<file path="config.mk">
export PLATFORM = sky130hd
export DESIGN_NAME = bigblade_clk_gen_tag_seq
export DESIGN_NICKNAME = d
export VERILOG_FILES = /design/src/rtl/bigblade_clk_gen_tag_seq_pkg.sv /design/src/rtl/bigblade_tag_packet_ser.sv /design/src/rtl/bigblade_clk_gen_tag_seq.sv
export SDC_FILE = /design/constraint.sdc
export NUM_CORES = 1
export LEC_CHECK = 0
export CORE_ASPECT_RATIO = 0.6
export CORE_MARGIN = 5
export CORE_UTILIZATION = 58
export CTS_CLUSTER_SIZE = 12
export DETAILED_ROUTE_END_ITERATION = 8
export PLACE_DENSITY = 0.88
export RECOVER_POWER = 25
export SLEW_MARGIN = 15
export SYNTH_ARGS = -nofsm -noshare
export SYNTH_HDL_FRONTEND = slang
export SYNTH_SLANG_ARGS = --single-unit
</file>
<file path="constraint.sdc">
create_clock -name clk_i -period 3.8 [get_ports clk_i]
set_input_delay 0.38 -clock clk_i [delete_from_list [all_inputs] [get_ports clk_i]]
set_output_delay 0.38 -clock clk_i [all_outputs]
set_load 0.02 [all_outputs]
</file>
<file path="src/rtl/bigblade_clk_gen_tag_seq_pkg.sv">
// Shared types and constants for the clock-generator tag sequencer.
// Node indices are relative to the generator's base node ID.
package bigblade_clk_gen_tag_seq_pkg;

  typedef enum logic [2:0] {
    ST_IDLE,
    ST_PREAMBLE,
    ST_CLIENT_RESET,
    ST_CONFIG,
    ST_DONE
  } state_e;

  localparam logic [1:0] SEL_OSC = 2'd0;
  localparam logic [1:0] SEL_DS  = 2'd1;
  localparam logic [1:0] SEL_EXT = 2'd2;
  localparam logic [1:0] SEL_OFF = 2'd3;

  localparam int NODE_ASYNC = 0;
  localparam int NODE_SEL   = 1;
  localparam int NODE_OSC   = 2;
  localparam int NODE_TRIG  = 3;
  localparam int NODE_DS    = 4;

  // packet index space: 5 client resets, then 9 config packets
  localparam int N_CLIENT = 5;
  localparam int N_PKT    = 14;
  localparam int PIDX_W   = 4;

  function automatic int max3(input int a, input int b, input int c);
    int m;
    m = (a > b) ? a : b;
    return (m > c) ? m : c;
  endfunction

endpackage

</file>
<file path="src/rtl/bigblade_tag_packet_ser.sv">
// Serializes one bsg_tag packet: start, len, data_not_reset, node, payload, gap.
// Accepts the next packet during the final gap bit so packets chain back to back.
module bigblade_tag_packet_ser #(
  parameter int lg_width_p  = 4,
  parameter int nid_w_p     = 9,
  parameter int payload_w_p = 7,
  parameter int gap_p       = 4
) (
  input  logic                   clk,
  input  logic                   reset,
  input  logic                   v,
  output logic                   ready,
  input  logic [lg_width_p-1:0]  len,
  input  logic                   data_not_reset,
  input  logic [nid_w_p-1:0]     nid,
  input  logic [payload_w_p-1:0] payload,
  output logic                   data,
  output logic                   last
);

  localparam int hdr_w   = 2 + lg_width_p + nid_w_p;
  localparam int frame_w = hdr_w + payload_w_p;
  localparam int cnt_w   = $clog2(frame_w + gap_p + 1);

  logic [frame_w-1:0] sr;
  logic [cnt_w-1:0]   cnt;
  logic               busy;

  assign last  = busy && (cnt == cnt_w'(1));
  assign ready = !busy || last;
  assign data  = busy & sr[0];

  // payload bits above len are zero, so shifting in zeros yields the gap
  always_ff @(posedge clk) begin
    if (reset) begin
      busy <= 1'b0;
      cnt  <= '0;
      sr   <= '0;
    end else if (v && ready) begin
      busy <= 1'b1;
      cnt  <= cnt_w'(hdr_w + gap_p) + cnt_w'(len);
      sr   <= {payload, nid, data_not_reset, len, 1'b1};
    end else if (busy) begin
      busy <= !last;
      cnt  <= cnt - cnt_w'(1);
      sr   <= sr >> 1;
    end
  end

endmodule

</file>
<file path="src/rtl/bigblade_clk_gen_tag_seq.sv">
// Drives the bsg_tag programming sequence for one clock generator:
// optional preamble and client resets, then nine configuration packets.
module bigblade_clk_gen_tag_seq
  import bigblade_clk_gen_tag_seq_pkg::*;
#(
  parameter int tag_els_p      = 512,
  parameter int tag_lg_width_p = 4,
  parameter int ds_width_p     = 6,
  parameter int osc_width_p    = 5,
  parameter int gap_p          = 4,
  parameter int preamble_p     = 32,
  localparam int nid_w = $clog2(tag_els_p)
) (
  input  logic                   clk_i,
  input  logic                   reset_i,
  input  logic [nid_w-1:0]       node_id_offset_i,
  input  logic                   v_i,
  output logic                   ready_o,
  input  logic [osc_width_p-1:0] osc_i,
  input  logic [ds_width_p-1:0]  ds_i,
  input  logic [1:0]             sel_i,
  output logic                   tag_data_o,
  output logic                   done_o
);

  localparam int pw      = max3(osc_width_p, ds_width_p + 1, 2);
  localparam int pre_len = preamble_p + gap_p;
  localparam int pre_w   = $clog2(pre_len + 1);

  state_e state, state_n;

  logic                    first_q, first_n;
  logic [PIDX_W-1:0]       pidx, pidx_n;
  logic [pre_w-1:0]        pre_cnt, pre_n;
  logic [osc_width_p-1:0]  osc_q;
  logic [ds_width_p-1:0]   ds_q;
  logic [1:0]              sel_q;
  logic [nid_w-1:0]        off_q;

  logic                    accept;
  logic                    pre_bit;
  logic                    ser_v;
  logic                    ser_ready;
  logic                    ser_data;
  logic                    ser_last;

  logic [2:0]              node_k;
  logic                    dnr;
  logic [pw-1:0]           pay;
  logic [tag_lg_width_p-1:0] plen;
  logic [nid_w:0]          nid_sum;
  logic [nid_w-1:0]        nid;

  function automatic int node_w(input int k);
    case (k)
      NODE_ASYNC: return 1;
      NODE_SEL:   return 2;
      NODE_OSC:   return osc_width_p;
      NODE_TRIG:  return 1;
      NODE_DS:    return ds_width_p + 1;
      default:    return 1;
    endcase
  endfunction

  function automatic logic [pw-1:0] ones(input int w);
    logic [pw-1:0] m;
    m = '0;
    for (int i = 0; i < pw; i++)
      if (i < w) m[i] = 1'b1;
    return m;
  endfunction

  assign ready_o    = (state == ST_IDLE);
  assign done_o     = (state == ST_DONE);
  assign accept     = ready_o & v_i;
  assign tag_data_o = pre_bit | ser_data;

  always_ff @(posedge clk_i) begin
    if (reset_i) begin
      state   <= ST_IDLE;
      first_q <= 1'b1;
      pidx    <= '0;
      pre_cnt <= '0;
      osc_q   <= '0;
      ds_q    <= '0;
      sel_q   <= '0;
      off_q   <= '0;
    end else begin
      state   <= state_n;
      first_q <= first_n;
      pidx    <= pidx_n;
      pre_cnt <= pre_n;
      if (accept) begin
        osc_q <= osc_i;
        ds_q  <= ds_i;
        sel_q <= sel_i;
        off_q <= node_id_offset_i;
      end
    end
  end

  // pidx counts packets handed to the serializer, not packets finished
  always_comb begin
    state_n = state;
    first_n = first_q;
    pidx_n  = pidx;
    pre_n   = pre_cnt;
    ser_v   = 1'b0;
    pre_bit = 1'b0;
    unique case (state)
      ST_IDLE: begin
        if (v_i) begin
          first_n = 1'b0;
          if (first_q) begin
            state_n = ST_PREAMBLE;
            pre_n   = '0;
            pidx_n  = '0;
          end else begin
            state_n = ST_CONFIG;
            pidx_n  = PIDX_W'(N_CLIENT);
          end
        end
      end
      ST_PREAMBLE: begin
        pre_bit = (pre_cnt < pre_w'(preamble_p));
        pre_n   = pre_cnt + pre_w'(1);
        if (pre_cnt == pre_w'(pre_len - 1)) begin
          ser_v   = 1'b1;
          state_n = ST_CLIENT_RESET;
        end
      end
      ST_CLIENT_RESET: begin
        ser_v = (pidx != PIDX_W'(N_PKT));
        if (ser_last && pidx == PIDX_W'(N_CLIENT))
          state_n = ST_CONFIG;
      end
      ST_CONFIG: begin
        ser_v = (pidx != PIDX_W'(N_PKT));
        if (ser_last && pidx == PIDX_W'(N_PKT))
          state_n = ST_DONE;
      end
      ST_DONE: begin
        state_n = ST_IDLE;
      end
      default: begin
        state_n = ST_IDLE;
      end
    endcase
    if (ser_v && ser_ready)
      pidx_n = pidx + PIDX_W'(1);
  end

  always_comb begin
    node_k = pidx[2:0];
    dnr    = 1'b1;
    pay    = '0;
    unique case (pidx)
      4'd5: begin
        node_k   = 3'(NODE_SEL);
        pay[1:0] = SEL_OFF;
      end
      4'd6: begin
        node_k = 3'(NODE_ASYNC);
        pay[0] = 1'b1;
      end
      4'd7: begin
        node_k = 3'(NODE_OSC);
        pay[osc_width_p-1:0] = osc_q;
      end
      4'd8: begin
        node_k = 3'(NODE_TRIG);
        pay[0] = 1'b1;
      end
      4'd9: begin
        node_k = 3'(NODE_TRIG);
      end
      4'd10: begin
        node_k = 3'(NODE_ASYNC);
      end
      4'd11: begin
        node_k = 3'(NODE_DS);
        pay[ds_width_p:0] = {ds_q, 1'b1};
      end
      4'd12: begin
        node_k = 3'(NODE_DS);
        pay[ds_width_p:0] = {ds_q, 1'b0};
      end
      4'd13: begin
        node_k   = 3'(NODE_SEL);
        pay[1:0] = sel_q;
      end
      default: begin
        dnr = 1'b0;
        pay = ones(node_w(int'(node_k)));
      end
    endcase
    plen = tag_lg_width_p'(node_w(int'(node_k)));
  end

  assign nid_sum = {1'b0, off_q} + (nid_w + 1)'(node_k);
  assign nid = (nid_sum >= (nid_w + 1)'(tag_els_p))
             ? nid_w'(nid_sum - (nid_w + 1)'(tag_els_p))
             : nid_sum[nid_w-1:0];

  bigblade_tag_packet_ser #(
    .lg_width_p  (tag_lg_width_p),
    .nid_w_p     (nid_w),
    .payload_w_p (pw),
    .gap_p       (gap_p)
  ) u_ser (
    .clk            (clk_i),
    .reset          (reset_i),
    .v              (ser_v),
    .ready          (ser_ready),
    .len            (plen),
    .data_not_reset (dnr),
    .nid            (nid),
    .payload        (pay),
    .data           (ser_data),
    .last           (ser_last)
  );

endmodule

</file>
==> summary.txt <==
STA
  • Total negative setup slack: 0 ns
  • Max Transition Viols Final: 0
  • Min Hold Slack: 0.4572 ns
  • Min cycle time layout: 3.515 ns
  • PnR worst setup slack: 0.2849 ns
  • Setup repair after global routing missed its margin: no
  • Remaining max-slew budget at the tightest pin: 0.06510
  • Clock Skew: 0.008492 ns
  • Final count of hold timing violations: 0
  • Transition time at the pin with the least slew margin: between 1 and 1.5 ns
  • Fmax: 0.2845 GHz
  • Setup violation total in the final timing report: 0
  • Portion of the clock cycle consumed by the worst path in the final layout: 0.9250

CTS
  • Root cell of the clock tree: sky130_fd_sc_hd__clkbuf_8
  • # hold bufs at CTS: 0
  • Number of setup buffers added after CTS: 0
  • Clock buffers created by TritonCTS: 9
  • Sink count of the clock tree: between 60 and 70
  • Clock tree from TritonCTS: yes
  • Deepest clock path buffer count: 2
  • Clock insertion delay at the later pin of the skew report: 0.35 ns
  • H-tree depth: 3
  • Clock-pin slew on the worst setup and hold paths: 0.08 ns
  • Post-cts sizing count: 0

Flow run
  • Max Cap Violations: 0

Logic synthesis
  • Share of async-settable or async-resettable flops after synthesis: 0
  • Number of warnings issued by yosys: 0
  • Adder-Cell Fraction of Synth Area: 0.04204
  • Top area cells in the synthesized netlist: sky130_fd_sc_hd__dfxtp_1, sky130_fd_sc_hd__nand2_1, sky130_fd_sc_hd__a21oi_1
  • Number of distinct library cells after synthesis: 65
  • Most common cell in the netlist: sky130_fd_sc_hd__nand2_1
  • Net Count, Synth: between 400 and 500
  • Number of flops mapped to enable cells by yosys: 0
  • Area fraction in compound gates after synthesis: 0.2479
  • Largest area contributor in the synthesized netlist: sky130_fd_sc_hd__dfxtp_1
  • Post-synthesis instance total: 429
  • Xor and xnor area share after synthesis: 0.03045
  • Multiplexer area fraction after synthesis: 0.01232
  • Cell types with the highest counts after synthesis: sky130_fd_sc_hd__nand2_1, sky130_fd_sc_hd__dfxtp_1, sky130_fd_sc_hd__a21oi_1, sky130_fd_sc_hd__nor2_1
  • Share of the yosys chip area belonging to registers: 0.3711
  • Synthesis-stage register bit count: 64
  • Post-Syn Area per Cell: between 8 and 9 um^2
  • Main combinational cell family by area after synthesis: compound AO/OA/AOI/OAI gates
  • Cell area after technology mapping: 3452 um^2
  • Area fraction of the dominant cell type after synthesis: 0.3711
  • Dominant synthesized flop cell: sky130_fd_sc_hd__dfxtp_1
  • Simple logic cell fraction of the synthesized area: 0.2374

Power and ir drop
  • Comb power frac: 0.168
  • Share of power burned in registers: 0.429
  • Clock share of power: 0.403
  • Static leakage: 1.385 nW
  • Sw Pwr: about 0.51 mW
  • Share of total power consumed by net switching: 0.2836
  • Worst supply voltage drop on vdd: 0.0002436 V
  • Pwr/cell area: 451.7 nW/um^2
  • Overall Power: 1.784 mW
  • Total internal power: 1.278 mW

Cells and area
  • Design Area, Final: between 3000 and 4000 um^2
  • Number of filler cells placed in the layout: ~460
  • Sequential standard cell area: roughly 1300 um^2
  • Share of layout cells above drive strength 1: 0.07883
  • Number of nets in the finished design: about 480
  • Share of the core filled with cells: 0.6958
  • Multi-input combinational cell area: 1968 um^2
  • Area Growth Syn to Fin: 14.39%
  • Number of antenna repair diodes: 0
  • Cell Count, Final, Fillers Out: around 520

Placed design
  • Sum of net half-perimeters after detailed placement: 5.868 mm
  • Number of cells in the design after placement: 508
  • Pre-CTS setup slack: 0.3745 ns
  • Port buffer count: 27
  • RD Place Congestion: 0.8808
  • Placed Area: around 3700 um^2

Setup path
  • Stage delay of the slowest cell on the critical path: 0.49 ns
  • Master of the slowest instance on the critical path: sky130_fd_sc_hd__dfxtp_1
  • WP data arrival: 3.73 ns
  • Startpoint type of the worst setup path: flip-flop
  • Endpoint required time on the critical path: 4.01 ns
  • Setup Crit Path Kind: flip-flop to flip-flop
  • CP Max Fanout: 17
  • Cell type group with the largest total delay on the critical path: compound AO/OA/AOI/OAI gates
  • Critical path endpoint category: flip-flop
  • Worst path most repeated cell: sky130_fd_sc_hd__inv_1
  • Buffers plus inverters on the worst setup path: 3
  • CP cell instances: inv_1 -> ha_1 -> o31a_1 -> o32ai_1 -> a21boi_1 -> inv_1 -> ha_1 -> inv_1 -> fa_1 -> nor2b_1 -> o2111ai_1 -> xnor2_1 -> a22oi_1 -> a21oi_1

Floorplan
  • Row count: 21
  • Area of the core: 5675 um^2
  • Count of boundary I/O pins: 28
  • Die extent in y: 69.76 um
  • Initial cell density of the core: 0.6082
  • Die outline area: 7645 um^2
  • Width of the die: ~110 um

Global route
  • GRT Util Overall: 0.2405
  • Congestion Overflow GR: 0
  • Antenna violations before repair: 0
  • Via count of the first global-routing pass: 2909
  • Global-route wire length before repair: 14.52 mm
  • Pin count of the biggest net entering global routing: 53

Detailed routing
  • Post-DR vias/cell: around 6.2
  • Antenna-violating nets left: 0
  • Average detailed-routed wire length per instance: 16.85 um
  • Vias post-DR: 3263
  • Total DRC errors in the routed layout: 0
  • Number of DRC violations after detailed-routing iteration 0: around 360
  • Routed WL: between 8 and 9 mm
  • Initial DRT Pass Iterations: 5

Hold path
  • Hold crit path type: flip-flop to flip-flop

Status
  • Outcome: finished clean
worst paths after layout:
path	start	end	slack, ns	depth (start not counted)
max	pidx[1]$_SDFFE_PP0P_	u_ser.sr[14]$_SDFFE_PP0P_	0.28	14
min	ds_q[3]$_SDFFE_PP0P_	ds_q[3]$_SDFFE_PP0P_	0.46	2
max reg2reg	pidx[1]$_SDFFE_PP0P_	u_ser.sr[14]$_SDFFE_PP0P_	0.28	14
min reg2reg	ds_q[3]$_SDFFE_PP0P_	ds_q[3]$_SDFFE_PP0P_	0.46	2
worst min-delay path, stage by stage (launching register included):
cell	delay [ns]
sky130_fd_sc_hd__dfxtp_1	0.31
sky130_fd_sc_hd__nand2_1	0.05
sky130_fd_sc_hd__a21oi_1	0.05
placed cells by master (no fill, tap or decap), types with 3 or more instances in the layout:
cell and count:
sky130_fd_sc_hd__a21oi_1 45, sky130_fd_sc_hd__dfxtp_1 64, sky130_fd_sc_hd__a22o_1 3, sky130_fd_sc_hd__nor2_1 27, sky130_fd_sc_hd__ha_1 10, sky130_fd_sc_hd__nand4_1 4
sky130_fd_sc_hd__and3_1 7, sky130_fd_sc_hd__a211oi_1 4, sky130_fd_sc_hd__a32oi_1 5, sky130_fd_sc_hd__a22oi_1 5, sky130_fd_sc_hd__o31ai_1 4, sky130_fd_sc_hd__a31oi_1 7
sky130_fd_sc_hd__o32ai_1 4, sky130_fd_sc_hd__nor2b_1 6, sky130_fd_sc_hd__xor2_1 5, sky130_fd_sc_hd__nand2_1 74, sky130_fd_sc_hd__o21ai_0 16, sky130_fd_sc_hd__nand3_1 15
sky130_fd_sc_hd__a311oi_1 5, sky130_fd_sc_hd__clkdlybuf4s50_1 25, sky130_fd_sc_hd__xnor2_1 7, sky130_fd_sc_hd__nand2b_1 6, sky130_fd_sc_hd__buf_4 6, sky130_fd_sc_hd__inv_1 11
sky130_fd_sc_hd__nor3_1 13, sky130_fd_sc_hd__clkbuf_8 9, sky130_fd_sc_hd__bufinv_16 3
state kept, by name (all words and copies together) (netlist names):
| name | cells |
|---|---|
| off_q | 9 |
| osc_q | 5 |
| state | 3 |
| pre_cnt | 6 |
| first_q | 1 |
| pidx | 4 |
| ds_q | 6 |
| u_ser.cnt | 5 |
| u_ser.busy | 1 |
| sel_q | 2 |
| u_ser.sr | 22 |
cells by family after synthesis:
group           after synthesis
simple gates                167
fa+ha+maj                    11
xor+xnor                     12
mux                           4
buf+inv                      46
compound gates              125
flops                        64
power groups by stage:
stage,registers (mW),clock network [mW],logic [mW]
after floorplan,0.761,0,0.221
after global placement,0.774,0,0.282
after detailed placement,0.778,0,0.292
after CTS,0.763,0.724,0.296
after global routing,0.769,0.759,0.332
final,0.764,0.720,0.300
metal layers:
metal / global-route usage / up-vias / wire length, um
li1: - / 1551 / -
met3: 0.06605 / 23 / 780
met1: 0.3442 / 1524 / 4049
met5: 0 / - / 0
met4: 0.08714 / 0 / 173
met2: 0.3421 / 165 / 3828
cell type report:
class / count / share of cell area
inverter: 12 / 0.01141
multi-input combinational: 319 / 0.4984
clock inverter: 7 / 0.03042
clock buffer: 9 / 0.03137
timing repair buffer: 33 / 0.07858
sequential: 64 / 0.3245
tap: 80 / 0.02535
Power figures use the tool's default switching activity.
